**src/rtl/fir_filter_acc.sv**
```systemverilog
// Per-channel FIR accumulator: sums TAPS signed products, normalizes, clamps to 8 bits, emits RGB pixel.
// Build option: define FIR_ACC_ROUND_EN for round-half-up normalization (default truncates).
module fir_filter_acc #(
   parameter int unsigned TAPS  = 9,
   parameter int unsigned ACC_W = 21,
   parameter int unsigned SHIFT = 4
) (
   input  logic                clk,
   input  logic                rst_n,
   input  logic                mac_en,
   input  logic                mac_clr,
   input  logic signed [16:0]  filter_r,
   input  logic signed [16:0]  filter_g,
   input  logic signed [16:0]  filter_b,
   output logic                acc_ready,
   output logic [23:0]         pix_out,
   output logic                pix_valid,
   input  logic                out_ready,
   output logic [7:0]          tap_cnt,
   output logic                err_drop
);

   localparam int unsigned RW = ACC_W + 1;
`ifdef FIR_ACC_ROUND_EN
   localparam int unsigned RND = (SHIFT > 0) ? (1 << (SHIFT - 1)) : 0;
`endif

   typedef enum logic [1:0] {IDLE, ACCUM, OUT} state_t;

   state_t                   state_q, state_nx;
   logic signed [ACC_W-1:0]  acc_r, acc_g, acc_b;
   logic signed [ACC_W-1:0]  sum_r, sum_g, sum_b;
   logic                     accept, last;

   assign sum_r  = acc_r + ACC_W'(filter_r);
   assign sum_g  = acc_g + ACC_W'(filter_g);
   assign sum_b  = acc_b + ACC_W'(filter_b);
   assign accept = mac_en && acc_ready;
   assign last   = accept && (tap_cnt == 8'(TAPS - 1));

   // One extra bit so the rounding offset cannot overflow a full-scale sum.
   function automatic logic [7:0] norm_clamp(input logic signed [ACC_W-1:0] sum);
      logic signed [RW-1:0] n;
`ifdef FIR_ACC_ROUND_EN
      n = (RW'(sum) + $signed(RW'(RND))) >>> SHIFT;
`else
      n = RW'(sum) >>> SHIFT;
`endif
      if (n[RW-1])
         return 8'd0;
      else if (n > $signed(RW'(255)))
         return 8'd255;
      else
         return n[7:0];
   endfunction

   // State register; acc_ready tracks "not in OUT" as a flop.
   always_ff @(posedge clk) begin
      if (!rst_n) begin
         state_q   <= IDLE;
         acc_ready <= 1'b1;
      end else begin
         state_q   <= state_nx;
         acc_ready <= (state_nx != OUT);
      end
   end

   // Next-state logic; mac_clr overrides, and a same-cycle product restarts the window.
   always_comb begin
      state_nx = state_q;
      case (state_q)
         IDLE:    if (last) state_nx = OUT; else if (accept) state_nx = ACCUM;
         ACCUM:   if (last) state_nx = OUT;
         OUT:     if (out_ready) state_nx = IDLE;
         default: state_nx = IDLE;
      endcase
      if (mac_clr)
         state_nx = mac_en ? ACCUM : IDLE;
   end

   // Accumulators, tap count, output pixel and drop flag.
   always_ff @(posedge clk) begin
      if (!rst_n) begin
         acc_r     <= '0;
         acc_g     <= '0;
         acc_b     <= '0;
         tap_cnt   <= 8'd0;
         pix_out   <= 24'd0;
         pix_valid <= 1'b0;
         err_drop  <= 1'b0;
      end else if (mac_clr) begin
         acc_r     <= mac_en ? ACC_W'(filter_r) : '0;
         acc_g     <= mac_en ? ACC_W'(filter_g) : '0;
         acc_b     <= mac_en ? ACC_W'(filter_b) : '0;
         tap_cnt   <= mac_en ? 8'd1 : 8'd0;
         pix_valid <= 1'b0;
         err_drop  <= 1'b0;
      end else begin
         if (mac_en && !acc_ready)
            err_drop <= 1'b1;
         if (state_q == OUT && out_ready)
            pix_valid <= 1'b0;
         if (last) begin
            pix_out   <= {norm_clamp(sum_r), norm_clamp(sum_g), norm_clamp(sum_b)};
            pix_valid <= 1'b1;
            acc_r     <= '0;
            acc_g     <= '0;
            acc_b     <= '0;
            tap_cnt   <= 8'd0;
         end else if (accept) begin
            acc_r     <= sum_r;
            acc_g     <= sum_g;
            acc_b     <= sum_b;
            tap_cnt   <= tap_cnt + 8'd1;
         end
      end
   end

endmodule

```
**config.mk**
```make
export PLATFORM = sky130hd
export DESIGN_NAME = fir_filter_acc
export DESIGN_NICKNAME = d
export VERILOG_FILES = /design/src/rtl/fir_filter_acc.sv
export SDC_FILE = /design/constraint.sdc
export NUM_CORES = 1
export LEC_CHECK = 0
export CAP_MARGIN = 0
export CELL_PAD_IN_SITES_DETAIL_PLACEMENT = 0
export CELL_PAD_IN_SITES_GLOBAL_PLACEMENT = 2
export CORE_ASPECT_RATIO = 2
export CORE_MARGIN = 5
export CORE_UTILIZATION = 37
export CTS_BUF_LIST = sky130_fd_sc_hd__clkbuf_4
export CTS_CLUSTER_SIZE = 12
export DETAILED_ROUTE_END_ITERATION = 12
export HOLD_SLACK_MARGIN = 0.15
export MAX_ROUTING_LAYER = met4
export PLACE_DENSITY_LB_ADDON = 0.05
export SETUP_SLACK_MARGIN = 0.15
export SLEW_MARGIN = 20
export SYNTH_ARGS = -nofsm -noshare
export SYNTH_HDL_FRONTEND = slang
export SYNTH_SLANG_ARGS = --single-unit
```
**constraint.sdc**
```tcl
create_clock -name clk -period 8.2 [get_ports clk]
set_clock_uncertainty 0.1 [all_clocks]
set_input_delay 1.23 -clock clk [delete_from_list [all_inputs] [get_ports clk]]
set_output_delay 1.23 -clock clk [all_outputs]
set_load 0.005 [all_outputs]
```
* Word-level counts from Yosys, hierarchy flattened
Cells that the tools add are included.
** Cells by class
- Add/sub/neg operators :: 4
- Multiply operators :: 0
- Divide/modulo/power cells :: 0
- Magnitude comparators :: 3
- Equality and inequality tests :: 4
- Shift-type cells :: 0
- Mux-type cells :: 31
- Bitwise logic cells :: 2
- Reductions and logical operators :: 10
** Operators with widths (count)
- two-way mux 21 bit :: 12
- two-way mux 8 bit :: 9
- adder 21 x 17 -> 21 bit :: 3
- > comparator 17 x 9 -> 1 bit, second input constant :: 3
- two-way mux 2 bit :: 5
- adder 8 x 1 -> 8 bit, second input constant :: 1
- == test 8 x 4 -> 1 bit, second input constant :: 1
- case mux 2 bit (3 select lines) :: 1
- logical AND 1 bit :: 4
- two-way mux 1 bit :: 4
- nonzero test 3 bit :: 1
- == test 2 x 1 -> 1 bit, second input constant :: 1
- == test 2 bit, second input constant :: 1
- zero test 2 bit :: 1
- inequality test 2 bit, second input constant :: 1
- inverter 1 bit :: 2
- AND reduction 2 bit :: 1
- nonzero test 2 bit :: 1
- OR reduction 2 bit :: 1
- zero test 1 bit :: 1
** Storage, ports and cells
- Flip-flop bits (word level) :: 100
- Bits in latches :: 0
- RAM bits :: 0
- ROM bits :: 0
- Output and inout bits :: 35
- Memories :: 0

* Longest topological paths before layout
Gate-level depths: netlist of run 1.
- Depth after elaboration :: 6
- Gate-level depth with buffers :: 12
- Mapped depth without buffers :: 12

* Least setup slack after synthesis of run 1
OpenSTA, ideal clock, no wires.
- Path type :: input port to flip-flop
- Start point :: input port filter_g[0]
- End point :: register pix_out[15]
- Setup time :: 141 ps
- Arrival time :: 3708 ps
- Setup slack :: 4251 ps
- Stages :: 12
- Path buffers :: 0
- Cell sequence :: ha_1 inv_1 fa_1 nor2b_4 o31a_1 o41ai_2 o21ai_2 a2111oi_2 nor3_1 xor2_1 nor4_4 a211oi_1
** On the way
- Longest elaborated chain between the ends :: 4
** RTL lines
- from (decl) :: RTL line 13 : input logic signed [16:0] filter_g,
- adder 21 x 17 -> 21 bit * :: RTL line 36 : assign sum_g = acc_g + ACC_W'(filter_g);
- > comparator 17 x 9 -> 1 bit :: RTL line 51 : else if (n > $signed(RW'(255)))
- two-way mux 8 bit :: RTL line 51
- two-way mux 8 bit * :: RTL line 49 : if (n[RW-1])
- to (signal assigned) :: RTL line 104 : pix_out <= {norm_clamp(sum_r), norm_clamp(sum_g), norm_clamp(sum_b)};
- to (decl) :: RTL line 16 : output logic [23:0] pix_out,
Every way passes the cells marked *; elsewhere a longest branch is shown, timed or not.
A chain may end at the register's enable or synchronous reset.

* Worst setup path after layout of run 1
- Start point :: input port filter_r[0]
- End point :: register pix_out[17]
** On the way
- Longest elaborated chain between the ends :: 4
** RTL lines
- from (decl) :: RTL line 12 : input logic signed [16:0] filter_r,
- adder 21 x 17 -> 21 bit * :: RTL line 35 : assign sum_r = acc_r + ACC_W'(filter_r);
- > comparator 17 x 9 -> 1 bit :: RTL line 51
- two-way mux 8 bit :: RTL line 51
- two-way mux 8 bit * :: RTL line 49
Marks and branches as above.

==> results of run 1 <==
flip-flops by register name, summed over array words and instances (netlist names):
name / flops
pix_out: 24
acc_b: 21
acc_g: 21
acc_r: 21
tap_cnt: 8
state_q: 2
acc_ready: 1
err_drop: 1
pix_valid: 1
cells by family (layout without fill, tap and decap cells):
logic type / Yosys count / count (layout) / synth area share
simple gates: 313 / 313 / 0.206
other cells: 0 / 2 / 0
fa+ha+maj: 65 / 65 / 0.116
mux: 2 / 2 / 0.00278
xor+xnor: 51 / 51 / 0.0620
flops: 100 / 100 / 0.278
compound gates: 317 / 317 / 0.300
buf+inv: 67 / 135 / 0.0351
worst max-delay path, stage by stage:
cell and delay [ns]:
sky130_fd_sc_hd__clkdlybuf4s50_1 0.43, sky130_fd_sc_hd__ha_1 0.24, sky130_fd_sc_hd__inv_1 0.08, sky130_fd_sc_hd__fa_1 0.21
sky130_fd_sc_hd__nor2b_1 0.07, sky130_fd_sc_hd__o2111ai_1 0.33, sky130_fd_sc_hd__a21oi_1 0.14, sky130_fd_sc_hd__o21ai_0 0.35
sky130_fd_sc_hd__nand2_1 0.13, sky130_fd_sc_hd__o41ai_1 0.63, sky130_fd_sc_hd__mux2i_1 0.69, sky130_fd_sc_hd__nand2_1 0.11
sky130_fd_sc_hd__o211a_1 0.16
metrics by stage:
step                      setup slack, ns  utilization  power [mW]  hold slack (ns)  area (sq um)
after floorplan                      4.25            -       0.929            0.365          7200
after global placement               3.27        0.432        1.08            0.361          8330
after detailed placement             3.20        0.433        1.08            0.380          8350
after CTS                            3.77        0.441        1.39            0.404          8500
after global routing                 3.54        0.441        1.46            0.433          8500
final                                3.73        0.441        1.37            0.398          8500
final cells by class:
type / instances / area, sq um
diodes: 2 / 5.00
clock buffers: 11 / 82.6
clock inverters: 5 / 60.1
fillers: 2063 / 10800
inverters: 22 / 82.6
multi-input cells: 748 / 4970
flip-flops and latches: 100 / 2000
well taps: 259 / 324
repair buffers: 97 / 973
report_power, final:
group          internal, mW  switching, mW  total, mW
combinational         0.220          0.315      0.536
clock                 0.101          0.194      0.295
sequential            0.520         0.0186      0.539
total                 0.842          0.528       1.37
per-layer routing:
layer	track usage	up-vias
li1	-	3506
met1	0.227	3413
met2	0.411	184
met3	0.0299	52
met4	0.0959	0
met5	-	-
synth_stat cells, types with 6 or more instances:
| master | instances | area share |
|---|---|---|
| sky130_fd_sc_hd__nand3_1 | 9 | 0.0063 |
| sky130_fd_sc_hd__nand4_1 | 7 | 0.0061 |
| sky130_fd_sc_hd__xor2_1 | 23 | 0.028 |
| sky130_fd_sc_hd__clkbuf_1 | 43 | 0.022 |
| sky130_fd_sc_hd__nor4_1 | 6 | 0.0052 |
| sky130_fd_sc_hd__a211oi_1 | 20 | 0.021 |
| sky130_fd_sc_hd__o21ai_0 | 66 | 0.046 |
| sky130_fd_sc_hd__nor2b_1 | 8 | 0.0070 |
| sky130_fd_sc_hd__a21oi_1 | 78 | 0.054 |
| sky130_fd_sc_hd__o221a_2 | 9 | 0.014 |
| sky130_fd_sc_hd__a31oi_1 | 7 | 0.0061 |
| sky130_fd_sc_hd__xnor2_1 | 28 | 0.034 |
| sky130_fd_sc_hd__nor2_1 | 115 | 0.060 |
| sky130_fd_sc_hd__nor3_1 | 36 | 0.025 |
| sky130_fd_sc_hd__o211a_1 | 9 | 0.013 |
| sky130_fd_sc_hd__o211ai_1 | 26 | 0.027 |
| sky130_fd_sc_hd__nand2_1 | 79 | 0.041 |
| sky130_fd_sc_hd__a21o_1 | 29 | 0.030 |
| sky130_fd_sc_hd__ha_1 | 62 | 0.11 |
| sky130_fd_sc_hd__a221oi_1 | 30 | 0.036 |
| sky130_fd_sc_hd__o21a_1 | 9 | 0.0094 |
| sky130_fd_sc_hd__dfxtp_1 | 100 | 0.28 |
| sky130_fd_sc_hd__nand2b_1 | 16 | 0.014 |
| sky130_fd_sc_hd__inv_1 | 22 | 0.011 |
| sky130_fd_sc_hd__and3_1 | 10 | 0.0087 |
path summary, 6_finish.rpt:
path                                  start  slack, ns  cells after the start           to
worst min-delay path              pix_valid       0.40                      2    pix_valid
worst min register to register    pix_valid       0.40                      2    pix_valid
worst max register to register     acc_r[0]       4.55                     12  pix_out[17]
worst max-delay path            filter_r[0]       3.73                     13  pix_out[17]
==> qor.tcl, run 1 <==
set qor(min-delay-path-class) {flip-flop to flip-flop}
set qor(vias_per_cell) 5.75
set qor(layout_min_cycle_time_ns) 4.47
set qor(fp.dieH_um) 207
set qor(antenna_found_initial) 2
set qor(detail_route.wirelength.met1_um) 9030
set qor(endpoint_kind) {flip-flop}
set qor(global_route_wire_length_before_repair_um) 38100
set qor(maxClockFrequency_mhz) 224
set qor(postCtsSetupBuffers) 0
set qor(grt_start_max_net_pins) 78
set qor(cts-buffers-inserted) 9
set qor(io-pin-count) 91
set qor(placed_cells) 1226
set qor(synth.net_count) 1036
set qor(max-slew-margin-rel) 0.407
set qor(power.static_leakage_nw) 3.56
set qor(core_region_area_sq_mm) 0.0193
set qor(clock_sink_total) 100
set qor(cts_htree_levels) 3
set qor(worstSkewPairLatency_ns) 0.52
set qor(max-cap-violations) 0
set qor(cp_data_arrival_time_ns) 4.80
set qor(hold_violations) 0
set qor(ys_seq_elements) 100
set qor(netlist_area_sq_mm) 0.00720
set qor(design.die.area_sq_mm) 0.0225
set qor(grt.total_usage) 0.222
set qor(wl_per_cell_um) 19.4
set qor(initial_utilization) 0.374
set qor(ctsResizeCount) 0
set qor(drc_errors) 0
set qor(synthesized_instance_count) 915
set qor(clock_path_buffers) 2
set qor(cts_tree) {done}
set qor(routed-wl-met2_um) 13300
set qor(finalWeightedCongestion) 0.901
set qor(peak_supply_drop_mv) 0.0811
set qor(finalSetupTns_ns) 0
set qor(timing.final.setup_violations) 0
set qor(post-route-period-util) 0.545
set qor(clk_transition_reported_paths_ns) 0.16
set qor(cp_data_required_time_ns) 8.53
set qor(final_max_slew_viol_count) 0
set qor(synth_edf_count) 0
set qor(syn_area_per_cell_sq_um) 7.87
set qor(drt-initial-drc-count) 280
set qor(die_x_um) 109
set qor(growth_of_design_area_from_synthesis_to_finish_pct) 18.1
set qor(layout_commonest_cell) {sky130_fd_sc_hd__nor2_1}
set qor(synth-async-reset-ratio) 0
set qor(max_slew.worst_pin.slew_ns) 0.890
set qor(drt-pass1-iter-count) 4
set qor(pwr_density_cell_mw_per_mm2) 161
set qor(synthesis.yosys.warnings) 0
set qor(vias) 7155
set qor(most-common-layout-cells) {sky130_fd_sc_hd__nor2_1, sky130_fd_sc_hd__dfxtp_1, sky130_fd_sc_hd__clkdlybuf4s50_1}
set qor(worst_setup_path_start_kind) {input pin}
set qor(fin_cells) 1244
set qor(status) {completed}
set qor(placement.io_buffers) 90
set qor(holdBufCountCts) 0
set qor(post_synth_num_cell_types) 64
set qor(wl_met3_um) 901
set qor(top_layer) {met4}
set qor(nets) 1099
set qor(route.antenna.remaining_nets) 0
set qor(grt_setup_unrepaired) {no}
set qor(clock_tree.root_cell) {sky130_fd_sc_hd__clkbuf_4}
set qor(synth-main-ff-cell) {sky130_fd_sc_hd__dfxtp_1}
set qor(row_count) 72
set qor(grt_overflow_total) 0
set qor(setup.worst_path.class) {input pin to flip-flop}
set qor(finalWirelength_um) 24100
set qor(final_layout_size_suffix_gt1_frac) 0.0570
set qor(grt_pass1_vias) 7356
set qor(synth-seq-area-share) 0.278
set qor(dpl.hpwl_um) 17600
set qor(timing.critical_path.fanout_max) 8
No activity file was read; power rests on OpenSTA's default activity.
==> run 2, diff against run 1 <==
- CORE_UTILIZATION: 37 -> 34
- clock period: 8.2 -> 4.2 ns (I/O delays scaled with it)
==> run 2 against run 1 <==
Against the previous run: global-route usage down 0.94 points; final cell count is 2.0% higher; critical path depth grew 1; non-clock buffer count is 16 higher; flip-flop and latch count unchanged; setup slack lost 3.1 ns; critical path type unchanged; first-iteration DRC count is 25% higher; clock power increased by 130%; register-to-register slack worse by 3.7 ns; via count decreased by 0.17%; largest cell class unchanged.
==> qor.tcl, run 2 (synthesis gave the netlist of run 1 again) <==
set qor(p_clk_frac) 0.239 ;# was 0.215
set qor(timing.reg2reg.setup_slack_ns) 0.87 ;# was 4.55 ns
set qor(crit_path_top_delay_cell) {sky130_fd_sc_hd__clkdlybuf4s50_1} ;# was sky130_fd_sc_hd__mux2i_1
set qor(max_flop_register) {pix_out} ;# unchanged
set qor(power_report.internal_total_mw) 1.76 ;# was 842 uW
set qor(final_design_area_no_fill_sq_mm) 0.00867 ;# was 0.00850 sq mm
set qor(worstPathCellList) {clkdlybuf4s50_1, ha_1, inv_1, fa_1, nor2b_1, o2111ai_1, a21oi_1, or2_2, mux2i_1, nor4_1, and3_1, nand4_1, buf_4, o211a_1} ;# was clkdlybuf4s50_1, ha_1, inv_1, fa_1, nor2b_1, o2111ai_1, a21oi_1, o21ai_0, nand2_1, o41ai_1, mux2i_1, nand2_1, o211a_1
set qor(place_area_sq_mm) 0.00849 ;# was 0.00835 sq mm
set qor(peak_supply_drop_mv) 0.145 ;# was 0.0811 mV
set qor(final_layout_size_suffix_gt1_frac) 0.0701 ;# was 0.0570
set qor(setup.worst_path.class) {input pin to flip-flop} ;# unchanged
set qor(largest_register_ffs) 24 ;# unchanged
set qor(die_x_um) 113 ;# was 109 um
set qor(count_of_buffer_and_inverter_cells_on_the_critical_path) 3 ;# was 2
set qor(route.antenna.remaining_nets) 0 ;# unchanged
set qor(vias) 7143 ;# was 7,155
set qor(initial_utilization) 0.344 ;# was 0.374
set qor(wl_per_cell_um) 19.9 ;# was 19.4 um
set qor(cts_htree_levels) 3 ;# unchanged
set qor(cp_data_required_time_ns) 4.54 ;# was 8.53 ns
set qor(endpoint_kind) {flip-flop} ;# unchanged
set qor(drt-initial-drc-count) 349 ;# was 280
set qor(hold_violations) 0 ;# unchanged
set qor(finalWirelength_um) 25200 ;# was 24,100 um
set qor(hold-worst-slack_ns) 0.393 ;# was 0.398 ns
set qor(final_max_slew_viol_count) 0 ;# unchanged
set qor(worstSkewPairLatency_ns) 0.54 ;# was 0.52 ns
set qor(clk_transition_reported_paths_ns) 0.16 ;# about the same
set qor(swShare) 0.371 ;# was 0.385
set qor(cts_tree) {done} ;# unchanged
set qor(nets) 1115 ;# was 1,099
set qor(holdBufCountCts) 0 ;# unchanged
set qor(grt_overflow_total) 0 ;# unchanged
set qor(grt_pass1_vias) 7340 ;# was 7,356
set qor(clock_tree.root_cell) {sky130_fd_sc_hd__clkbuf_4} ;# unchanged
set qor(clock_sink_total) 100 ;# unchanged
set qor(power.switching_mw) 1.04 ;# was 528 uW
set qor(core_region_area_sq_mm) 0.0209 ;# was 0.0193 sq mm
set qor(ctsResizeCount) 0 ;# unchanged
set qor(timing.final.setup_violations) 0 ;# unchanged
set qor(grt_setup_unrepaired) {no} ;# unchanged
set qor(timing.critical_path.fanout_max) 8 ;# unchanged
set qor(post-route-period-util) 0.860
set qor(whs_endpoint) {pix_valid} ;# unchanged
set qor(most-common-layout-cells) {sky130_fd_sc_hd__nor2_1, sky130_fd_sc_hd__dfxtp_1, sky130_fd_sc_hd__clkdlybuf4s50_1} ;# unchanged
set qor(placement.io_buffers) 90 ;# unchanged
set qor(fill_cell_instance_count_of_the_final_layout) 2149 ;# was 2,063
set qor(min-delay-path-class) {flip-flop to flip-flop} ;# unchanged
set qor(cts-buffers-inserted) 9 ;# unchanged
set qor(finalWeightedCongestion) 0.887 ;# was 0.901
set qor(io-pin-count) 91 ;# unchanged
set qor(growth_of_design_area_from_synthesis_to_finish_pct) 20.5 ;# was 18.1%
set qor(max-cap-violations) 0 ;# unchanged
set qor(grt.total_usage) 0.213 ;# was 0.222
set qor(drc_errors) 0 ;# unchanged
set qor(worstReg2RegEnd) {pix_out[17]} ;# unchanged
set qor(max_slew.worst_pin.slew_ns) 0.716 ;# was 0.890 ns
set qor(vias_per_cell) 5.63 ;# was 5.75
set qor(max-slew-margin-rel) 0.523 ;# was 0.407
set qor(power.static_leakage_nw) 3.65 ;# was 3.56 nW
set qor(sequential_share_of_power) 0.377 ;# was 0.394
set qor(clock_path_buffers) 2 ;# unchanged
set qor(maxClockFrequency_mhz) 277
set qor(grt_start_max_net_pins) 34 ;# was 78
set qor(dpl.hpwl_um) 19500 ;# was 17,600 um
set qor(whs_path_depth) 2 ;# unchanged
set qor(pwr_density_cell_mw_per_mm2) 322 ;# was 161 mW/mm^2
set qor(drt-pass1-iter-count) 5 ;# was 4
set qor(design.die.area_sq_mm) 0.0244 ;# was 0.0225 sq mm
set qor(fp.dieH_um) 216 ;# was 207 um
set qor(timing.critical_path.slowest_cell_delay_ns) 0.52 ;# was 0.69 ns
set qor(reg2reg_depth) 13 ;# was 12
set qor(power_frac_comb) 0.384 ;# was 0.391
set qor(worst_setup_path_start_kind) {input pin} ;# unchanged
set qor(cp_data_arrival_time_ns) 3.96 ;# was 4.80 ns
set qor(r2r-start) {acc_r[0]} ;# unchanged
set qor(status) {completed} ;# unchanged
set qor(hold_start) {pix_valid} ;# unchanged
set qor(layout_commonest_cell) {sky130_fd_sc_hd__nor2_1} ;# unchanged
set qor(delay_heaviest_family_cp) {simple AND/OR/NAND/NOR gates} ;# was compound AO/OA/AOI/OAI gates
set qor(postCtsSetupBuffers) 0 ;# unchanged
set qor(antenna_found_initial) 1 ;# was 2
set qor(global_route_wire_length_before_repair_um) 39500 ;# was 38,100 um
set qor(layout_min_cycle_time_ns) 3.61
set qor(row_count) 75 ;# was 72
run 2: power by group through the flow:
stage	Clock (mW)	Combinational (mW)	Sequential, mW
finish	0.667	1.07	1.05
global route	0.725	1.19	1.06
CTS	0.703	1.08	1.06
detailed placement	0	1.07	1.08
global placement	0	1.07	1.07
floorplan	0	0.751	1.06
run 2: worst register-to-register path, cell delays in order (launching register included):
cell	delay [ns]
sky130_fd_sc_hd__dfxtp_1	0.36
sky130_fd_sc_hd__ha_1	0.20
sky130_fd_sc_hd__inv_1	0.07
sky130_fd_sc_hd__fa_1	0.40
sky130_fd_sc_hd__nor2b_1	0.18
sky130_fd_sc_hd__o2111ai_1	0.19
sky130_fd_sc_hd__a21oi_1	0.24
sky130_fd_sc_hd__or2_2	0.18
sky130_fd_sc_hd__mux2i_1	0.08
sky130_fd_sc_hd__nor4_1	0.52
sky130_fd_sc_hd__and3_1	0.24
sky130_fd_sc_hd__nand4_1	0.08
sky130_fd_sc_hd__buf_4	0.18
sky130_fd_sc_hd__o211a_1	0.22
run 2: worst max path at each step:
stage,startpoint,end,depth (start not counted)
3_5_place_dp,filter_r[0],pix_out[16],14
3_3_place_gp,filter_r[0],pix_out[21],14
4_1_cts,filter_r[0],pix_out[17],14
2_1_floorplan,filter_g[0],pix_out[15],12
6_report,filter_r[0],pix_out[17],14
5_1_grt,filter_r[0],pix_out[23],14
run 2: cell type report:
type / instances / area (sq um) / area share
flip-flops and latches: 100 / 2000 / 0.231
diodes: 1 / 2.50 / 0.000289
clock buffers: 9 / 67.6 / 0.00779
multi-input cells: 748 / 4970 / 0.573
inverters: 22 / 82.6 / 0.00952
clock inverters: 7 / 115 / 0.0133
repair buffers: 113 / 1100 / 0.127
well taps: 269 / 337 / 0.0388
run 2: through the flow:
step / cells / power [mW] / setup WS (ns) / util / TNS [ns]
after floorplan: 915 / 1.81 / 0.851 / - / 0
after global placement: 1252 / 2.14 / -0.0151 / 0.406 / -0.0836
after detailed placement: 1252 / 2.15 / -0.0562 / 0.406 / -0.344
after CTS: 1268 / 2.84 / 0.579 / 0.414 / 0
after global routing: 1269 / 2.98 / 0.374 / 0.414 / 0
final: 1269 / 2.79 / 0.588 / 0.414 / 0
run 2: per-layer routing:
layer / wire length [um] / vias to the layer above / global-route usage / share of wire
li1: - / 3543 / - / -
met1: 9340 / 3402 / 0.207 / 0.37
met2: 14000 / 149 / 0.402 / 0.56
met3: 811 / 49 / 0.0350 / 0.032
met4: 1020 / 0 / 0.0975 / 0.040
met5: 0 / - / - / 0
